===== config.mk =====
export PLATFORM = sky130hd
export DESIGN_NAME = ctrl_pipe_chain
export DESIGN_NICKNAME = d
export VERILOG_FILES = /design/src/rtl/ctrl_pipe_pkg.sv /design/src/rtl/ctrl_pipe_stage.sv /design/src/rtl/ctrl_pipe_chain.sv
export SDC_FILE = /design/constraint.sdc
export NUM_CORES = 1
export LEC_CHECK = 0
export BUFFER_PORTS_ARGS = -buffer_cell sky130_fd_sc_hd__buf_2
export CORE_ASPECT_RATIO = 0.75
export CORE_MARGIN = 2
export CORE_UTILIZATION = 50
export CTS_BUF_LIST = sky130_fd_sc_hd__clkbuf_4 sky130_fd_sc_hd__clkbuf_8 sky130_fd_sc_hd__clkbuf_16
export CTS_CLUSTER_DIAMETER = 150
export DETAILED_ROUTE_END_ITERATION = 8
export PLACE_DENSITY = 0.78
export SYNTH_ARGS = -nofsm -noshare
export SYNTH_HDL_FRONTEND = slang
export SYNTH_HIERARCHICAL = 1
export SYNTH_SLANG_ARGS = --single-unit

===== constraint.sdc =====
create_clock -name i_clk -period 2.01 [get_ports i_clk]
set_clock_uncertainty 0.05 [all_clocks]
set_input_delay 0.1005 -clock i_clk [delete_from_list [all_inputs] [get_ports i_clk]]
set_output_delay 0.1005 -clock i_clk [all_outputs]
set_load 0.05 [all_outputs]

===== src/rtl/ctrl_pipe_pkg.sv =====
// rtl/ctrl_pipe_pkg.sv - shared defaults and control-word field indices for the control pipe chain
package ctrl_pipe_pkg;

    localparam int DEF_COUNT_W    = 16;
    localparam int DEF_BUBBLE_VAL = 0;

    // Bit positions of the decoded MIPS control word
    localparam int MEMTOREG = 0;
    localparam int MEMWRITE = 1;
    localparam int REGWRITE = 2;
    localparam int MEMREAD  = 3;

endpackage


===== src/rtl/ctrl_pipe_stage.sv =====
// rtl/ctrl_pipe_stage.sv - one control-word register with flush/hold/bubble/load select
module ctrl_pipe_stage #(
    parameter int           W          = 4,
    parameter logic [W-1:0] BUBBLE_VAL = '0
) (
    input  logic         clk,
    input  logic         rst_n,
    input  logic         flush,
    input  logic         hold,
    input  logic         bubble,
    input  logic [W-1:0] d_ctrl,
    input  logic         d_valid,
    output logic [W-1:0] q_ctrl,
    output logic         q_valid
);

    // Flush beats hold; hold beats bubble insertion from a frozen upstream stage
    always_ff @(posedge clk or negedge rst_n) begin
        if (!rst_n) begin
            q_ctrl  <= BUBBLE_VAL;
            q_valid <= 1'b0;
        end else if (flush) begin
            q_ctrl  <= BUBBLE_VAL;
            q_valid <= 1'b0;
        end else if (hold) begin
            q_ctrl  <= q_ctrl;
            q_valid <= q_valid;
        end else if (bubble) begin
            q_ctrl  <= BUBBLE_VAL;
            q_valid <= 1'b0;
        end else begin
            q_ctrl  <= d_ctrl;
            q_valid <= d_valid;
        end
    end

endmodule


===== src/rtl/ctrl_pipe_chain.sv =====
// rtl/ctrl_pipe_chain.sv - multi-stage control-word carrier with stall/flush and bubble counter
module ctrl_pipe_chain
    import ctrl_pipe_pkg::*;
#(
    parameter int           W          = 4,
    parameter int           STAGES     = 3,
    parameter logic [W-1:0] BUBBLE_VAL = W'(DEF_BUBBLE_VAL),
    parameter int           COUNT_W    = DEF_COUNT_W
) (
    input  logic                  i_clk,
    input  logic                  i_rst_n,
    input  logic [W-1:0]          i_ctrl,
    input  logic                  i_valid,
    input  logic [STAGES-1:0]     i_stall,
    input  logic [STAGES-1:0]     i_flush,
    output logic [STAGES*W-1:0]   o_ctrl,
    output logic [STAGES-1:0]     o_valid,
    output logic                  o_ready,
    output logic [COUNT_W-1:0]    o_bubble_cnt
);

    logic [STAGES-1:0] hold;
    logic [STAGES-1:0] up_hold;
    logic [W-1:0]      src_ctrl  [STAGES];
    logic [STAGES-1:0] src_valid;

    assign o_ready = ~hold[0];

    for (genvar k = 0; k < STAGES; k++) begin : g_stage
        // A stall anywhere downstream freezes this stage as well
        assign hold[k] = |(i_stall >> k);

        if (k == 0) begin : g_head
            assign src_ctrl[k]  = i_ctrl;
            assign src_valid[k] = i_valid;
            assign up_hold[k]   = 1'b0;
        end else begin : g_body
            assign src_ctrl[k]  = o_ctrl[(k-1)*W +: W];
            assign src_valid[k] = o_valid[k-1];
            assign up_hold[k]   = hold[k-1];
        end

        ctrl_pipe_stage #(
            .W          (W),
            .BUBBLE_VAL (BUBBLE_VAL)
        ) u_stage (
            .clk     (i_clk),
            .rst_n   (i_rst_n),
            .flush   (i_flush[k]),
            .hold    (hold[k]),
            .bubble  (up_hold[k]),
            .d_ctrl  (src_ctrl[k]),
            .d_valid (src_valid[k]),
            .q_ctrl  (o_ctrl[k*W +: W]),
            .q_valid (o_valid[k])
        );
    end

    always_ff @(posedge i_clk or negedge i_rst_n) begin
        if (!i_rst_n) begin
            o_bubble_cnt <= '0;
        end else if (!o_valid[STAGES-1] && (o_bubble_cnt != {COUNT_W{1'b1}})) begin
            o_bubble_cnt <= o_bubble_cnt + 1'b1;
        end
    end

endmodule


==> reports/qor.tcl <==
set qor(drt_first_pass_iters) 4
set qor(power_per_cell_area_nw_per_um2) 904.7
set qor(finalCoreUtilization_pct) 68.29
set qor(grt_remaining_overflow) 0
set qor(power.share.combinational_pct) 24.5
set qor(core_area_um2) 2703
set qor(slowest_delay_ns) 0.41
set qor(cts_inserted_buffers) 5
set qor(via_count_of_the_first_global_routing_pass) 1106
set qor(switching_power_mw) 0.5973
set qor(final_worst_path_cycle_share_pct) 93.07
set qor(p_seq_share_pct) 45.4
set qor(ys.flop_type) {sky130_fd_sc_hd__dfrtp_1}
set qor(timing.final.max_slew_violations) 0
set qor(detail-route-antenna-nets) 0
set qor(fraction_of_final_layout_cells_with_drive_strength_greater_than_1_pct) 51.48
set qor(detailed_place.area_um2) 1740
set qor(std_cell_rows) 16
set qor(critPathLaunchType) {flop}
set qor(p_clk_share_pct) 30.1
set qor(worstHoldStart) {i_ctrl[1]}
set qor(worstRegToRegCells) 5
set qor(wirelength_mm) 3.182
set qor(yosys.cell_count.top_type) {sky130_fd_sc_hd__dfrtp_1}
set qor(area_share_of_the_largest_cell_type_after_synthesis_pct) 52.95
set qor(layout.filler_cells) 211
set qor(cts_tree) {yes}
set qor(cts_sinks) 31
set qor(critical-path-slowest-cell) {sky130_fd_sc_hd__dfrtp_2}
set qor(drt_iter0_markers) 87
set qor(critPathArrivalTime_ns) 1.98
set qor(whs_endpoint) {g_stage[0].u_stage/q_ctrl[1]$_DFFE_PN0P_}
set qor(post_synth_num_cell_types) 34
set qor(ctsHtreeMaxLevel) 2
set qor(setup_tns_ns) 0
set qor(avgRoutedWirePerCell_um) 15.52
set qor(clk_latency_ns) 0.28
set qor(p_leak_nw) 1.047
set qor(fmax_ghz) 0.5346
set qor(min_delay_path_depth) 2
set qor(synth_top_area_cell) {sky130_fd_sc_hd__dfrtp_1}
set qor(initial_core_utilization_pct) 54.21
set qor(synth_area_um2) 1465
set qor(drcViolationCount) 0
set qor(finalHoldViolCount) 0
set qor(final_cell_area_um2) 1846
set qor(final_net_count) 182
set qor(max_cap_violations) 0
set qor(gpl.final_weighted_congestion) 0.8497
set qor(post_cts_setup_inserts) 0
set qor(timing.final.setup_violations) 0
set qor(synth_commonest_cells) {sky130_fd_sc_hd__dfrtp_1 (31), sky130_fd_sc_hd__a32o_2 (15), sky130_fd_sc_hd__inv_1 (6), sky130_fd_sc_hd__nand3_1 (6), sky130_fd_sc_hd__xor2_1 (6)}
set qor(global_route_wire_length_before_repair_mm) 5.140
set qor(min_delay_path_class) {in2reg}
set qor(num_antenna_cells) 0
set qor(worst_slew_margin_rel_pct) 55.26
set qor(cp_num_buf_inv) 0
set qor(r2r_setup_slack_ns) 0.14
set qor(io_buffers) 44
set qor(r2r-end) {o_bubble_cnt[10]$_DFFE_PN0P_}
set qor(tightestPinTransition_ns) 0.6711
set qor(unrepaired_setup_endpoints_after_global_routing) {no}
set qor(layout_min_cycle_time_ns) 1.871
set qor(cts_max_path_buffers) 2
set qor(multi_input_area_um2) 666.9
set qor(chipWidth_um) 66.51
set qor(largest_net_degree_at_the_start_of_global_routing) 32
set qor(die-area_um2) 3384
set qor(switching_share_pct) 35.78
set qor(synthToLayoutAreaGrowth_pct) 25.96
set qor(critPathCaptureType) {flop}
set qor(avgSynthCellArea_um2) 12.74
set qor(synth-seq-cells) 31
set qor(synthesis.yosys.warnings) 6
set qor(clk_pin_slew_ns) 0.06
set qor(async_flop_share_pct) 100.0
set qor(number_of_enable_type_register_cells_in_the_synthesized_netlist) 0
set qor(timing.critical_path.max_delay_family) {simple AND/OR/NAND/NOR gates}
set qor(post_cts_resize_count) 0
set qor(synth.yosys.seq_area_share_pct) 52.95
set qor(run_status) {finished, final reports clean}
set qor(p_int_mw) 1.072
set qor(avgViaCountPerCell) 5.600
set qor(syn_inst) 115
set qor(worst_ir_drop_vdd_uv) 737.6
set qor(boundary_pin_count) 45
set qor(syn-num-nets) 129
set qor(crit_chain) {ha_1 -> nor2b_1 -> or3b_1 -> nor2_1 -> mux2_1}
set qor(hold_buffers) 1
set qor(r2r-start) {o_bubble_cnt[0]$_DFFE_PN0P_}
set qor(timing.critical_path.required_ns) 2.12
set qor(globalRouteTotalUtil_pct) 20.54
set qor(fp.dieH_um) 50.88
set qor(post-dp-hpwl_mm) 2.423
set qor(number_of_antenna_violations_at_the_first_check_in_global_routing) 0
set qor(dr_total_vias) 1148
set qor(path_class) {reg2reg}
set qor(netlist_top_cells_area) {sky130_fd_sc_hd__dfrtp_1 (53%), sky130_fd_sc_hd__a32o_2 (12%), sky130_fd_sc_hd__xor2_1 (3.6%), sky130_fd_sc_hd__xnor2_1 (3.0%), sky130_fd_sc_hd__nand4_4 (2.9%)}
set qor(worst-path-max-fanout) 5
set qor(seq_area_um2) 778.2
set qor(cts_root_buffer) {sky130_fd_sc_hd__clkbuf_8}
[layer usage]
metal,track usage [%],vias up,part of all wire (%)
li1,-,544,-
met5,0,-,0
met3,5.727,5,3.9
met1,27.88,580,48
met2,31.83,19,47
met4,7.143,0,1.2
[per-stage QoR]
step,hold WS [ns],cells,total power [mW],setup slack (ns)
floorplan,-0.2451,115,1.059,0.05399
global placement,0.1129,196,1.165,0.2689
detailed placement,0.1328,196,1.179,0.1445
CTS,0.009299,205,1.689,0.1254
global route,0.01838,205,1.741,0.03262
finish,0.01645,205,1.670,0.1393
[how the worst max path moves through the flow]
stage / depth (start not counted) / slack [ns] / start / to
after CTS: 5 / 0.13 / o_bubble_cnt[0]$_DFFE_PN0P_ / o_bubble_cnt[10]$_DFFE_PN0P_
after floorplan: 4 / 0.05 / o_bubble_cnt[2]$_DFFE_PN0P_ / o_bubble_cnt[10]$_DFFE_PN0P_
final: 5 / 0.14 / o_bubble_cnt[0]$_DFFE_PN0P_ / o_bubble_cnt[10]$_DFFE_PN0P_
after detailed placement: 5 / 0.14 / o_bubble_cnt[0]$_DFFE_PN0P_ / o_bubble_cnt[10]$_DFFE_PN0P_
after global placement: 5 / 0.27 / o_bubble_cnt[0]$_DFFE_PN0P_ / o_bubble_cnt[10]$_DFFE_PN0P_
after global routing: 5 / 0.03 / o_bubble_cnt[0]$_DFFE_PN0P_ / o_bubble_cnt[10]$_DFFE_PN0P_
[cell type report]
type | instances | share of cell area [%]
inverter | 6 | 1.220
multi-input combinational | 78 | 36.14
tap | 36 | 2.441
clock inverter | 1 | 0.2712
clock buffer | 7 | 4.881
sequential | 31 | 42.17
timing repair buffer | 46 | 12.88
[cells in the final DEF (no fill, tap or decap), types with 2 or more instances in the layout]
cell	count
sky130_fd_sc_hd__nor3_1	3
sky130_fd_sc_hd__nand4_1	3
sky130_fd_sc_hd__a32o_2	15
sky130_fd_sc_hd__inv_1	6
sky130_fd_sc_hd__dfrtp_2	2
sky130_fd_sc_hd__nand4_4	2
sky130_fd_sc_hd__clkbuf_8	6
sky130_fd_sc_hd__nand2_1	3
sky130_fd_sc_hd__xnor2_1	5
sky130_fd_sc_hd__nor2_1	5
sky130_fd_sc_hd__nor2b_1	2
sky130_fd_sc_hd__nand3_1	6
sky130_fd_sc_hd__o21a_1	2
sky130_fd_sc_hd__nor2b_2	3
sky130_fd_sc_hd__xor2_1	6
sky130_fd_sc_hd__buf_2	44
sky130_fd_sc_hd__nor2_2	4
sky130_fd_sc_hd__dfrtp_1	29
[kinds of logic (layout without fill, tap and decap cells)]
family,after synthesis,after routing,synth area share (%)
XOR/XNOR,11,11,6.575
AND/OR/NAND/NOR,42,42,21.01
other,1,1,0.2559
buffers and inverters,6,60,1.537
flip-flops,31,31,52.95
multiplexers,2,2,1.793
AO/OA/AOI/OAI,21,21,15.03
adder cells (fa/ha/maj),1,1,0.8538
[state kept, by name, summed over array words and instances, names as in the netlist]
name and count:
o_bubble_cnt 16, g_stage.u_stage/q_ctrl 12, g_stage.u_stage/q_valid 3
[power groups by stage]
stage	logic, mW	registers [mW]	clock network [mW]
6_report	0.410	0.758	0.502
5_1_grt	0.430	0.764	0.547
4_1_cts	0.413	0.758	0.518
3_5_place_dp	0.410	0.769	0
3_3_place_gp	0.404	0.761	0
2_1_floorplan	0.105	0.953	0
Power figures use the tool's default switching activity.
